File: src/rtl/ps2_keyboard_receiver.sv
// ps2_keyboard_receiver
//   Receive-only PS/2 keyboard interface. The raw PS/2 clock and data pins are
//   synchronized, the clock is glitch-filtered, and each falling edge of the
//   filtered clock samples one frame bit (start, 8 data LSB first, odd parity,
//   stop). Completed bytes land in a one-entry holding register with a
//   valid/ready handshake.
//
//   Optional feature macro: PS2_PARITY_CHECK_EN
//     defined   -> frames failing odd parity pulse parity_error and are dropped
//     undefined -> the parity bit is sampled and ignored, parity_error = 0
//
// Ports
//   clock        system clock, all state on its rising edge
//   reset_n      asynchronous active-low reset
//   ps2_clk      raw PS/2 clock pin (input only)
//   ps2_dat      raw PS/2 data pin (input only)
//   rx_data      received byte, meaningful while rx_valid = 1
//   rx_valid     holding register full
//   rx_ready     consumer accepts rx_data when rx_valid & rx_ready
//   busy         a frame is in progress
//   frame_error  1-cycle pulse: bad stop bit or inter-edge timeout
//   parity_error 1-cycle pulse: parity failure (checking build only)
//   overrun      1-cycle pulse: completed byte dropped, register still full
module ps2_keyboard_receiver #(
  parameter int FILTER_LEN     = 8,
  parameter int TIMEOUT_CYCLES = 50000
) (
  input  logic       clock,
  input  logic       reset_n,
  input  logic       ps2_clk,
  input  logic       ps2_dat,
  output logic [7:0] rx_data,
  output logic       rx_valid,
  input  logic       rx_ready,
  output logic       busy,
  output logic       frame_error,
  output logic       parity_error,
  output logic       overrun
);

  localparam int FCW = $clog2(FILTER_LEN + 1);
  localparam int TCW = $clog2(TIMEOUT_CYCLES + 1);

  typedef enum logic [1:0] {IDLE, DATA, PARITY, STOP} state_t;

  // synchronizers
  logic clk_meta_q, clk_sync_q, dat_meta_q, dat_sync_q;

  // clock filter
  logic [FCW-1:0] flt_cnt_q, flt_cnt_d;
  logic           flt_clk_q, flt_clk_d;
  logic           fall;

  // frame state
  state_t         state_q, state_d;
  logic [2:0]     bit_cnt_q, bit_cnt_d;
  logic [7:0]     shift_q, shift_d;
  logic [TCW-1:0] tmo_q, tmo_d;
  logic           tmo_hit;
  logic           done;

  // outputs
  logic [7:0] rx_data_q, rx_data_d;
  logic       rx_valid_q, rx_valid_d;
  logic       frame_error_q, frame_error_d;
  logic       overrun_q, overrun_d;
`ifdef PS2_PARITY_CHECK_EN
  logic       par_q, par_d;
  logic       parity_error_q, parity_error_d;
`endif

  // Filter: the filtered level follows the synchronized clock only after it
  // has disagreed for FILTER_LEN consecutive samples; any agreeing sample
  // restarts the count, so short glitches never get through.
  always_comb begin
    flt_cnt_d = '0;
    flt_clk_d = flt_clk_q;
    if (clk_sync_q != flt_clk_q) begin
      if (flt_cnt_q == FCW'(FILTER_LEN - 1)) flt_clk_d = clk_sync_q;
      else                                   flt_cnt_d = flt_cnt_q + FCW'(1);
    end
  end

  // Sampling event is the cycle in which the filtered clock drops; data is
  // taken from the synchronizer in that same cycle.
  assign fall = flt_clk_q & ~flt_clk_d;

  assign tmo_hit = (state_q != IDLE) && !fall &&
                   (tmo_q == TCW'(TIMEOUT_CYCLES - 1));

  always_comb begin
    state_d       = state_q;
    bit_cnt_d     = bit_cnt_q;
    shift_d       = shift_q;
    tmo_d         = tmo_q + TCW'(1);
    done          = 1'b0;
    rx_data_d     = rx_data_q;
    rx_valid_d    = rx_valid_q & ~rx_ready;
    frame_error_d = 1'b0;
    overrun_d     = 1'b0;
`ifdef PS2_PARITY_CHECK_EN
    par_d          = par_q;
    parity_error_d = 1'b0;
`endif

    if (state_q == IDLE || fall || tmo_hit) tmo_d = '0;

    case (state_q)
      IDLE: begin
        if (fall && !dat_sync_q) begin
          state_d   = DATA;
          bit_cnt_d = 3'd0;
          shift_d   = 8'h00;
        end
      end
      DATA: begin
        if (fall) begin
          shift_d   = {dat_sync_q, shift_q[7:1]};
          bit_cnt_d = bit_cnt_q + 3'd1;
          if (bit_cnt_q == 3'd7) state_d = PARITY;
        end
      end
      PARITY: begin
        if (fall) begin
`ifdef PS2_PARITY_CHECK_EN
          par_d = dat_sync_q;
`endif
          state_d = STOP;
        end
      end
      STOP: begin
        if (fall) begin
          state_d = IDLE;
          if (!dat_sync_q) begin
            frame_error_d = 1'b1;
          end else begin
`ifdef PS2_PARITY_CHECK_EN
            // odd parity: data plus parity must hold an odd number of ones
            if (^{shift_q, par_q}) done = 1'b1;
            else                   parity_error_d = 1'b1;
`else
            done = 1'b1;
`endif
          end
        end
      end
      default: state_d = IDLE;
    endcase

    if (tmo_hit) begin
      state_d       = IDLE;
      frame_error_d = 1'b1;
    end

    // A byte is taken if the register is empty or is being drained this
    // same cycle; otherwise the old byte wins and the new one is dropped.
    if (done) begin
      if (!rx_valid_q || rx_ready) begin
        rx_data_d  = shift_q;
        rx_valid_d = 1'b1;
      end else begin
        overrun_d = 1'b1;
      end
    end
  end

  always_ff @(posedge clock or negedge reset_n) begin
    if (!reset_n) begin
      clk_meta_q    <= 1'b1;
      clk_sync_q    <= 1'b1;
      dat_meta_q    <= 1'b1;
      dat_sync_q    <= 1'b1;
      flt_cnt_q     <= '0;
      flt_clk_q     <= 1'b1;
      state_q       <= IDLE;
      bit_cnt_q     <= 3'd0;
      shift_q       <= 8'h00;
      tmo_q         <= '0;
      rx_data_q     <= 8'h00;
      rx_valid_q    <= 1'b0;
      frame_error_q <= 1'b0;
      overrun_q     <= 1'b0;
`ifdef PS2_PARITY_CHECK_EN
      par_q          <= 1'b0;
      parity_error_q <= 1'b0;
`endif
    end else begin
      clk_meta_q    <= ps2_clk;
      clk_sync_q    <= clk_meta_q;
      dat_meta_q    <= ps2_dat;
      dat_sync_q    <= dat_meta_q;
      flt_cnt_q     <= flt_cnt_d;
      flt_clk_q     <= flt_clk_d;
      state_q       <= state_d;
      bit_cnt_q     <= bit_cnt_d;
      shift_q       <= shift_d;
      tmo_q         <= tmo_d;
      rx_data_q     <= rx_data_d;
      rx_valid_q    <= rx_valid_d;
      frame_error_q <= frame_error_d;
      overrun_q     <= overrun_d;
`ifdef PS2_PARITY_CHECK_EN
      par_q          <= par_d;
      parity_error_q <= parity_error_d;
`endif
    end
  end

  assign rx_data     = rx_data_q;
  assign rx_valid    = rx_valid_q;
  assign busy        = (state_q != IDLE);
  assign frame_error = frame_error_q;
  assign overrun     = overrun_q;
`ifdef PS2_PARITY_CHECK_EN
  assign parity_error = parity_error_q;
`else
  assign parity_error = 1'b0;
`endif

endmodule

File: config.mk
export PLATFORM = sky130hd
export DESIGN_NAME = ps2_keyboard_receiver
export DESIGN_NICKNAME = d
export VERILOG_FILES = /design/src/rtl/ps2_keyboard_receiver.sv
export SDC_FILE = /design/constraint.sdc
export NUM_CORES = 1
export LEC_CHECK = 0
export CORE_AREA = 5 5 72 74
export CTS_CLUSTER_SIZE = 10
export DETAILED_ROUTE_END_ITERATION = 10
export DIE_AREA = 0 0 77 79
export GPL_TIMING_DRIVEN = 0
export PLACE_DENSITY = 0.76
export SLEW_MARGIN = 20
export SYNTH_ARGS = -nofsm -noshare
export SYNTH_HDL_FRONTEND = slang
export SYNTH_SLANG_ARGS = --single-unit
File: constraint.sdc
create_clock -name clock -period 2.28 [get_ports clock]
set_clock_uncertainty 0.2 [all_clocks]
set_input_delay 0.342 -clock clock [delete_from_list [all_inputs] [get_ports clock]]
set_output_delay 0.342 -clock clock [all_outputs]
set_load 0.01 [all_outputs]
# [Word-level counts from Yosys, hierarchy flattened]
# Cells that the tools add are included.
# Widths: inputs -> output; s select.
[op_classes] add_sub_neg=3 eq_ne=14 muxes=29 bitwise_logic=4 n_reduce_logical=15
[ops] cell="$add 16x1->16 const B" n=1
[ops] cell="$eq 16x16->1 const B" n=1
[ops] cell="$mux 16" n=1
[ops] cell="$mux 8" n=2
[ops] cell="$pmux 8 s2" n=1
[ops] cell="$mux 1" n=13
[ops] cell="$mux 2" n=6
[ops] cell="$ne 3x3->1 const B" n=4
[ops] cell="$mux 4" n=2
[ops] cell="$pmux 2 s4" n=1
[ops] cell="$mux 3" n=2
[ops] cell="$pmux 3 s2" n=1
[ops] cell="$reduce_and 5->1" n=1
[ops] cell="$add 4x1->4 const B" n=1
[ops] cell="$eq 2x2->1 const B" n=2
[ops] cell="$eq 4x3->1 const B" n=1
[ops] cell="$reduce_bool 2->1" n=2
[ops] cell="$add 3x1->3 const B" n=1
[ops] cell="$eq 3x3->1 const B" n=1
[ops] cell="$logic_and 1x1->1" n=3
[ops] cell="$logic_not 1->1" n=3
[ops] cell="$logic_or 1x1->1" n=3
[ops] cell="$ne 3x2->1 const B" n=1
[ops] cell="$reduce_and 3->1" n=1
[ops] cell="other kinds (8)" n=10
[word_totals] regBits=49 input_bits=5 out_inout_bits=13 wordCells=79

# [Logic depth before layout (Yosys ltp)]
# Gate-level depths: netlist (run 1).
[depth] ltp_word=10 depth_mapped=8 ltp_nobuf=6

# [Worst setup path after synthesis (run 1)]
# OpenSTA, ideal clock, no wires.
[synth_path] path_type="register -> register" from="reg tmo_q[10]" to="reg state_q[1]" setup_time_ps=122 t_arrival_ps=1884 required_time_ps=1958 path_slack_ps=75 stages_incl_launch_ff=6 synth_period_minus_slack_ps=2205 cell_sequence="dfrtp_1 > or4b_1 > or4_4 > or3_1 > nand3_1 > o2bb2ai_1"
[synth_via] elab_chain_cells=4 word_cells_on_any_way=9 classes_between="6 x eq/ne; 1 x mux; 2 x reduce/logical"
[synth_rtl] item="start: declaration" line_no="58" text="logic [TCW-1:0] tmo_q, tmo_d;"
[synth_rtl] item="start signal: assignment" line_no="197" text="tmo_q <= tmo_d;"
[synth_rtl] item="$eq 16x16->1 *" line_no="89" text="(tmo_q == TCW'(TIMEOUT_CYCLES - 1));"
[synth_rtl] item="$logic_and 1x1->1 *" line_no="88" text="assign tmo_hit = (state_q != IDLE) && !fall &&"
[synth_rtl] item="$ne 3x3->1 (no line) / $ne 3x2->1 (equally long branches)"
[synth_rtl] item="$reduce_and 5->1 (no line)"
[synth_rtl] item="end signal: assignment" line_no="194" text="state_q <= state_d;"
[synth_rtl] item="end: declaration" line_no="55" text="state_t state_q, state_d;"
# Every way passes the cells marked *; elsewhere a longest branch is shown, timed or not.
# A chain may end at the register's enable or synchronous reset.

# [Final worst setup path (run 1)]
[layout_path] from="reg tmo_q[13]" to="reg state_q[1]"
# The elaborated chain is that of the path after synthesis.

==> run metrics, run 1 <==
worst hold slack=158.7 ps; worst slack, placed=-245.0 ps; number of buffers added on ports=16; PwrDens=873.8 mW/mm2; initial antenna violation count=0; syn nets=217; Core ar.=0.004536 mm2; row count=25; DRT iter0 DRCs=69; Core Util, Final=0.5895; CTS tree=done; # diodes=0; Root Driver=clkbuf_8; fin crit share=1.005; Post-Syn Area=0.002172 mm2; worst slew pin tran=544.4 ps; Die Wd=77 um; Ys Warns=0; multi-input logic area=919.6 um2; Tot Pwr=2.336 mW; vias in the first global route=1,560; Syn-to-layout area delta=23.10%; Mean Syn Cell Area=10.65 um2; half-perimeter wire length after placement=2.663 mm; Worst-Skew Late Latency=310 ps; Worst Hold Class=reg -> reg; critical path fanouts, max=4; Routed Antenna Nets=0; FF/Latch Area=0.001232 mm2; worst rel slew slack=0.6337; Yosys reg bits=49; Max Fclk=0.4364 GHz; Die Ht=79 um; EDFF count, synth=0; VDD IR max=0.3514 mV; total wire length=3.878 mm; Placer Congestion=0.7819; Pre-antenna DRT Iters=4; routed via count=1,522; CTS Buffer Depth=2; DRC=0; largest net degree at the start of global routing=34; Mapped Cells=204; GRT Total Usage=0.1436; Initial Utilization=0.4789; CTS Buf Count=5; net count reported at finish=251; GR Overflow Total=0; H-tree Lvls=2; Hold Vio Cnt, Final=0; Async SR Flop Fraction=1.000; max-slew violation count=0; outcome=complete, but fails checks; Crit. End Element=flip-flop; min cycle time layout=2291 ps; RSZ-0062 raised after global routing=true; Final setup viols=1; setup_tns=-11.46 ps; routed len/inst=13.24 um; Max Cap Viol=0; DR vias/cell=5.195; failing checks=setup timing; io pins=18; layout cells sized above 1=0.1883; clock sink total=49; Worst Path Arrival=2290 ps; total leakage power=1.199 nW; Crit Path Category=reg -> reg; Synth cell types=34; register area share after synthesis=0.5674; CP Launch Type=flip-flop; Worst EP required=2280 ps; die area=0.006083 mm2; Final WS setup=-11.46 ps; top_reg_cell synth=dfrtp_1; Fillers=392; Clock transition at path regs=90 ps; first-pass GRT wire length=6.851 mm
## power by group
group / switching [mW] / total (mW) / internal (mW)
logic: 0.313 / 0.547 / 0.234
clock network: 0.297 / 0.739 / 0.441
registers: 0.0871 / 1.05 / 0.964
## critical path, stage by stage (launching register included)
cell,delay (ps)
dfrtp_1,390
or4bb_1,510
or4_4,580
or3_4,360
nand3_2,80
o2bb2ai_1,80
## state kept, by name, indices dropped and copies added, names as in the netlist
signal / cells
bit_cnt_q: 3
state_q: 2
flt_clk_q: 1
overrun: 1
dat_meta_q: 1
clk_meta_q: 1
rx_data: 8
flt_cnt_q: 4
rx_valid: 1
frame_error: 1
dat_sync_q: 1
shift_q: 8
tmo_q: 16
clk_sync_q: 1
## final timing paths
kind                            start    endpoint  slack (ps)  cells past startpoint
setup / recovery            tmo_q[13]  state_q[1]         -10                      5
hold / removal             clk_meta_q  clk_sync_q         160                      0
setup reg to reg            tmo_q[13]  state_q[1]         -10                      5
hold reg to reg            clk_meta_q  clk_sync_q         160                      0
max in group asynchronous     reset_n  dat_meta_q        1030                      3
min in group asynchronous     reset_n  rx_data[1]         270                      2
## through the flow
step / instances / cell area (um2)
after floorplan: 204 / 2172
after global routing: 293 / 2674
after global placement: 274 / 2400
after detailed placement: 275 / 2415
final: 293 / 2674
after CTS: 289 / 2626
## layout by cell type, fill, tap and decap left out, types with 2 or more instances in the layout
cell / synthesis / layout
and3_1: 2 / 2
buf_4: 1 / 13
bufinv_16: 0 / 2
clkbuf_1: 4 / 3
clkbuf_8: 0 / 5
clkdlybuf4s50_1: 0 / 15
dfrtp_1: 44 / 44
dfstp_2: 5 / 5
ha_1: 8 / 7
inv_1: 6 / 6
mux2_2: 9 / 9
nand2_1: 26 / 26
nand2b_1: 3 / 3
nand3_1: 11 / 10
nor2_1: 24 / 23
nor2b_1: 3 / 3
nor3_1: 6 / 5
nor4_1: 2 / 2
o21ai_0: 15 / 15
o2bb2ai_1: 2 / 2
or4bb_1: 2 / 2
xnor2_1: 9 / 9
xor2_1: 7 / 7
## synthesized netlist by cell type (2+ instances only)
| library cell | count | area, um2 |
|---|---|---|
| dfstp_2 | 5 | 131.4 |
| ha_1 | 8 | 100.1 |
| nand3_1 | 11 | 55.05 |
| o2bb2ai_1 | 2 | 17.52 |
| nand2_1 | 26 | 97.59 |
| or4bb_1 | 2 | 22.52 |
| clkbuf_1 | 4 | 15.01 |
| and3_1 | 2 | 12.51 |
| xnor2_1 | 9 | 78.83 |
| mux2_2 | 9 | 101.4 |
| nor3_1 | 6 | 30.03 |
| nor2_1 | 24 | 90.09 |
| nor2b_1 | 3 | 18.77 |
| o21ai_0 | 15 | 75.07 |
| nand2b_1 | 3 | 18.77 |
| dfrtp_1 | 44 | 1101 |
| xor2_1 | 7 | 61.31 |
| nor4_1 | 2 | 12.51 |
| buf_2 | 2 | 10.01 |
| inv_1 | 6 | 22.52 |
## cell type report
| type | count | share of cell area |
|---|---|---|
| timing repair buffer | 28 | 0.09733 |
| tap | 54 | 0.02527 |
| multi-input combinational | 142 | 0.3439 |
| buffer | 6 | 0.01263 |
| clock buffer | 5 | 0.02574 |
| clock inverter | 3 | 0.02574 |
| sequential | 49 | 0.4609 |
| inverter | 6 | 0.008423 |
## per-layer routing
layer / wire, um / global-route usage / vias up / part of all wire
li1: - / - / 748 / -
met1: 1660 / 0.1631 / 742 / 0.43
met2: 1970 / 0.2453 / 24 / 0.51
met3: 161 / 0.05215 / 8 / 0.042
met4: 86 / 0.05842 / 0 / 0.022
met5: 0 / 0 / - / 0
## what timing repair did
| item | 4_1_cts | 5_1_grt |
|---|---|---|
| resized for setup | 6 | 4 |
| setup buffers | 6 | 4 |
| setup endpoints to repair | 21 | 18 |
| pin swaps | 2 | 2 |
| hold buffers | 1 | 0 |
| hold endpoints to repair | 13 | 0 |
## logic make-up after synthesis
kind of cell / synth area share
simple gates: 0.1930
buf+inv: 0.02534
xor+xnor: 0.06452
mux: 0.04666
flops: 0.5674
other cells: 0.001726
compound gates: 0.05530
fa+ha+maj: 0.04608
(Power assumes the default switching activity.)
==> run 2, diff against run 1 <==
--- a/config.mk
+++ b/config.mk
@@ -5,12 +5,14 @@
 export SDC_FILE = /design/constraint.sdc
 export NUM_CORES = 1
 export LEC_CHECK = 0
-export CORE_AREA = 5 5 72 74
+export CELL_PAD_IN_SITES_DETAIL_PLACEMENT = 1
+export CELL_PAD_IN_SITES_GLOBAL_PLACEMENT = 1
+export CORE_AREA = 5 5 76 78
 export CTS_CLUSTER_SIZE = 10
 export DETAILED_ROUTE_END_ITERATION = 10
-export DIE_AREA = 0 0 77 79
+export DIE_AREA = 0 0 81 83
 export GPL_TIMING_DRIVEN = 0
-export PLACE_DENSITY = 0.76
+export PLACE_DENSITY = 0.8
 export SLEW_MARGIN = 20
 export SYNTH_ARGS = -nofsm -noshare
 export SYNTH_HDL_FRONTEND = slang
==> constraint.sdc (replaced) <==
create_clock -name clock -period 2.3 [get_ports clock]
set_clock_uncertainty 0.2 [all_clocks]
set_input_delay 0.345 -clock clock [delete_from_list [all_inputs] [get_ports clock]]
set_output_delay 0.345 -clock clock [all_outputs]
set_load 0.01 [all_outputs]
==> run metrics, run 2 (synthesis results as in run 1) <==
switching share of power=0.3280; Final setup viols=0; Layout Cells excl Fill=308; routed via count=1,535; fin crit share=0.9892; routed len/inst=13.87 um; largest net degree at the start of global routing=31; Root Driver=clkbuf_8; Top reg by flops=tmo_q; Core ar.=0.005010 mm2; DRT iter0 DRCs=54; Clock transition at path regs=90 ps; Initial Utilization=0.4336; outcome=complete, no violations; flop2flop setup slack=20 ps; Tot Pwr=2.115 mW; first-pass GRT wire length=7.452 mm; Crit. End Element=flip-flop; RSZ-0062 raised after global routing=true; Fillers=576; Final WS setup=24.91 ps; io pins=18; setup_tns=0 ps; Placer Congestion=0.7307; gr busiest metal=met2; Worst-Skew Late Latency=300 ps; worst hold slack=162.0 ps; CTS tree=done; placed inst area=0.002435 mm2; # diodes=0; CTS Buf Count=5; layout cells sized above 1=0.1933; net count reported at finish=250; min cycle time layout=2275 ps; Final Cell Area=0.002643 mm2; commonest cells after routing, fill and taps aside=dfrtp_1, nand2_1, nor2_1, o21ai_0, clkdlybuf4s50_1; half-perimeter wire length after placement=3.052 mm; global-route track usage on met2=0.2248; total leakage power=1.163 nW; vias in the first global route=1,586; total wire length=4.272 mm; Die Wd=81 um; commonest non-fill, non-tap cell in the layout=dfrtp_1; H-tree Lvls=2; Hold Vio Cnt, Final=0; met3 GRT Util=0.04004; worst slack, placed=-281.9 ps; max reg flops=16; P_sw=0.6938 mW; initial antenna violation count=0; CTS Buffer Depth=2; GR Overflow Total=0; Die Ht=83 um; Max Fclk=0.4395 GHz; Worst Hold Class=reg -> reg; critical path fanouts, max=4; Worst EP required=2300 ps; Max Cap Viol=0; Syn-to-layout area delta=21.66%; P_int=1.422 mW; CP Launch Type=flip-flop; number of buffers added on ports=16; DRC=0; die area=0.006723 mm2; GR Util met1=0.1821; clock share of power=0.232; Core Util, Final=0.5275; DR vias/cell=4.984; Routed Antenna Nets=0; PwrDens=800.5 mW/mm2; worst rel slew slack=0.5408; Pre-antenna DRT Iters=4; FF/Latch Area=0.001234 mm2; Seq pwr share=0.495; row count=26; Comb power frac=0.272; clock sink total=49; max-slew violation count=0; Crit Path Category=reg -> reg; GRT Total Usage=0.1422; Worst Path Arrival=2270 ps; placed insts=291; VDD IR max=0.3303 mV; multi-input logic area=929.6 um2; worst slew pin tran=682.5 ps
==> run 2: changes by cell type in the layout (fill, tap and decap cells not counted), moves of 2 or more <==
cell and change:
buf_4 -3, bufinv_16 -2, o2bb2ai_1 -2, o2bb2ai_2 +2
==> run 2: worst paths after layout <==
path                              endpoint  depth (start not counted)        from
worst max-delay path            state_q[0]                          5    tmo_q[7]
worst min-delay path            dat_sync_q                          0  dat_meta_q
worst max register to register  state_q[0]                          5    tmo_q[7]
worst min register to register  dat_sync_q                          0  dat_meta_q
max in group asynchronous       dat_meta_q                          3     reset_n
min in group asynchronous       rx_data[0]                          2     reset_n
==> run 2: worst max-delay path: stages, from the launching register on <==
cell and delay, ps:
dfrtp_1 390, or4b_1 520, or4_4 550, or3_4 350
nand3_2 100, o2bb2ai_2 60
==> run 2: layout make-up <==
cell class,instances,share of cell area
buffer,6,0.01231
clock buffer,7,0.02888
clock inverter,1,0.002841
inverter,6,0.008523
multi-input combinational,142,0.3518
sequential,49,0.4669
tap,70,0.03314
timing repair buffer,27,0.09564
==> run 2: repair_timing <==
action | CTS | global route
endpoints found under the hold margin | 16 | 0
setup buffers | 4 | 5
pin swaps | 1 | 1
setup endpoints to repair | 31 | 28
gates resized for setup | 3 | 10
hold buffers | 1 | 0
==> run 2: per-layer routing <==
layer / share of wire / vias to the layer above / wire [um]
met4: 0.018 / 0 / 79
met5: 0 / - / 0
met1: 0.46 / 767 / 1960
li1: - / 748 / -
met2: 0.49 / 13 / 2106
met3: 0.029 / 7 / 126
==> run 2: power by group through the flow <==
stage	logic [mW]	registers, mW	clock network (mW)
6_report	0.576	1.05	0.491
5_1_grt	0.660	1.06	0.551
4_1_cts	0.512	1.04	0.517
3_5_place_dp	0.502	1.06	0
3_3_place_gp	0.485	1.06	0
2_1_floorplan	0.357	1.03	0
==> run 3, diff against run 2 <==
--- a/config.mk
+++ b/config.mk
@@ -7,12 +7,13 @@
 export LEC_CHECK = 0
 export CELL_PAD_IN_SITES_DETAIL_PLACEMENT = 1
 export CELL_PAD_IN_SITES_GLOBAL_PLACEMENT = 1
-export CORE_AREA = 5 5 76 78
+export CORE_AREA = 5 5 105 58
+export CTS_CLUSTER_DIAMETER = 150
 export CTS_CLUSTER_SIZE = 10
 export DETAILED_ROUTE_END_ITERATION = 10
-export DIE_AREA = 0 0 81 83
+export DIE_AREA = 0 0 110 63
 export GPL_TIMING_DRIVEN = 0
-export PLACE_DENSITY = 0.8
+export PLACE_DENSITY_LB_ADDON = 0.1
 export SLEW_MARGIN = 20
 export SYNTH_ARGS = -nofsm -noshare
 export SYNTH_HDL_FRONTEND = slang
==> run metrics, run 3 (synthesis results as in run 1) <==
critical path fanouts, max=4; total leakage power=1.183 nW; DR vias/cell=4.971; Final WS setup=-47.90 ps; PwrDens=841.9 mW/mm2; max-slew violation count=0; DR top layer=met4; Critical R2R Capture=state_q[1]; Slowest-stage cell, CP=or4_4; Pre-antenna DRT Iters=4; layout cells sized above 1=0.2259; Worst Hold Class=reg -> reg; total wire length=5.316 mm; CTS tree=done; Die Ht=63 um; Worst-Skew Late Latency=310 ps; placed inst area=0.002439 mm2; Fillers=575; DRT iter0 DRCs=72; Placer Congestion=0.7736; WP buf/inv=0; GR Overflow Total=0; largest net degree at the start of global routing=29; critical path's top delay family=simple AND/OR/NAND/NOR gates; vias in the first global route=1,742; Top reg by flops=tmo_q; Syn-to-layout area delta=24.08%; worst slew pin tran=676.8 ps; VDD IR max=0.5250 mV; Die Wd=110 um; io pins=18; row count=19; worst rel slew slack=0.5446; routed len/inst=17.04 um; hold depth=0; HP Start=clk_meta_q; Clock transition at path regs=100 ps; Core ar.=0.005159 mm2; routed via count=1,551; fin crit share=1.021; number of buffers added on ports=16; Max Cap Viol=0; met3 WL post-DR=215 um; Reg-to-Reg Start=tmo_q[7]; flop2flop setup slack=-50 ps; GRT Total Usage=0.1669; CTS Buffer Depth=2; net count reported at finish=251; RSZ-0062 raised after global routing=true; max reg flops=16; CTS Buf Count=5; commonest cells after routing, fill and taps aside=dfrtp_1, nand2_1, nor2_1, clkdlybuf4s50_1; Final Cell Area=0.002695 mm2; Cell Chain, Critical Path=or4b_1 > or4_4 > or3_4 > nand3_4 > o2bb2ai_2; reg2reg path depth=5; WL met2=2.407 mm; Crit. End Element=flip-flop; Core Util, Final=0.5224; H-tree Lvls=2; Routed Antenna Nets=0; M1 WL=2.655 mm; Final setup viols=2; outcome=complete, but fails checks; DRC=0; Worst Path Arrival=2350 ps; commonest non-fill, non-tap cell in the layout=dfrtp_1; first-pass GRT wire length=8.804 mm; half-perimeter wire length after placement=3.793 mm; clock sink total=49; CP Launch Type=flip-flop; Hold Path End=clk_sync_q; die area=0.006930 mm2; initial antenna violation count=0; CP max stage delay=600 ps; Crit Path Category=reg -> reg; Initial Utilization=0.4211; Root Driver=clkbuf_8; # diodes=0; Worst EP required=2300 ps; min cycle time layout=2348 ps; failing checks=setup timing; Hold Vio Cnt, Final=0; Max Fclk=0.4259 GHz
==> run 3: changes by cell type in the layout (fill, tap and decap cells not counted), moves of 2 or more <==
| cell | before | now |
|---|---|---|
| o21ai_0 | 15 | 12 |
| o21ai_1 | 0 | 2 |
| buf_4 | 10 | 12 |
| inv_6 | 0 | 2 |
| clkbuf_1 | 4 | 1 |
==> run 3: area by class of cell <==
class,instances,area (um2),area share
tap,73,91.34,0.03389
clock buffer,5,68.82,0.02553
multi-input combinational,142,953.4,0.3538
inverter,6,22.52,0.008357
timing repair buffer,28,260.3,0.09656
sequential,49,1234,0.4578
clock inverter,3,25.02,0.009285
buffer,6,40.04,0.01486
==> run 3: how the worst max path moves through the flow <==
stage / depth (start not counted) / slack (ps) / to / from
2_1_floorplan: 5 / 90 / state_q[1] / tmo_q[10]
3_3_place_gp: 1 / -670 / rx_data[0] / reset_n
3_5_place_dp: 7 / -480 / rx_data[6] / flt_cnt_q[0]
4_1_cts: 5 / -40 / state_q[1] / tmo_q[10]
5_1_grt: 5 / -90 / state_q[1] / tmo_q[10]
6_report: 5 / -50 / state_q[1] / tmo_q[7]
==> run 3: per-stage QoR <==
step	power, mW	cells	setup TNS (ps)	worst slack, ps	hold WS, ps
finish	2.269	312	-88.89	-47.90	161.9
floorplan	1.390	204	0	94.52	-150.6
CTS	2.221	309	-73.78	-41.75	164.6
detailed placement	1.583	294	-6059	-480.9	149.7
global route	2.430	312	-181.5	-91.91	170.7
global placement	1.536	293	-33260	-672.5	147.6
==> run 3: what timing repair did <==
action,4_1_cts,5_1_grt
resized for setup,15,11
hold buffers,1,0
hold endpoints to repair,19,0
buffers inserted,7,3
pin swaps,2,2
endpoints found under the setup margin,31,31
==> run 3: routing by layer <==
metal	vias up	global-route usage
li1	748	-
met1	778	0.2405
met2	21	0.2492
met3	4	0.04438
met4	0	0.03888
met5	-	0
==> run 3: worst register-to-register path, delay by kind of cell, from the launching register on <==
family,cells,cell delay [ps]
DFF,1,420
and+or+nand+nor,4,1560
AOI/OAI and AO/OA,1,60
==> run 3: power breakdown <==
group          leakage [nW]  switching, mW  internal (mW)
clock                0.0452          0.319          0.222
sequential            0.656         0.0930          0.956
combinational         0.482          0.388          0.291
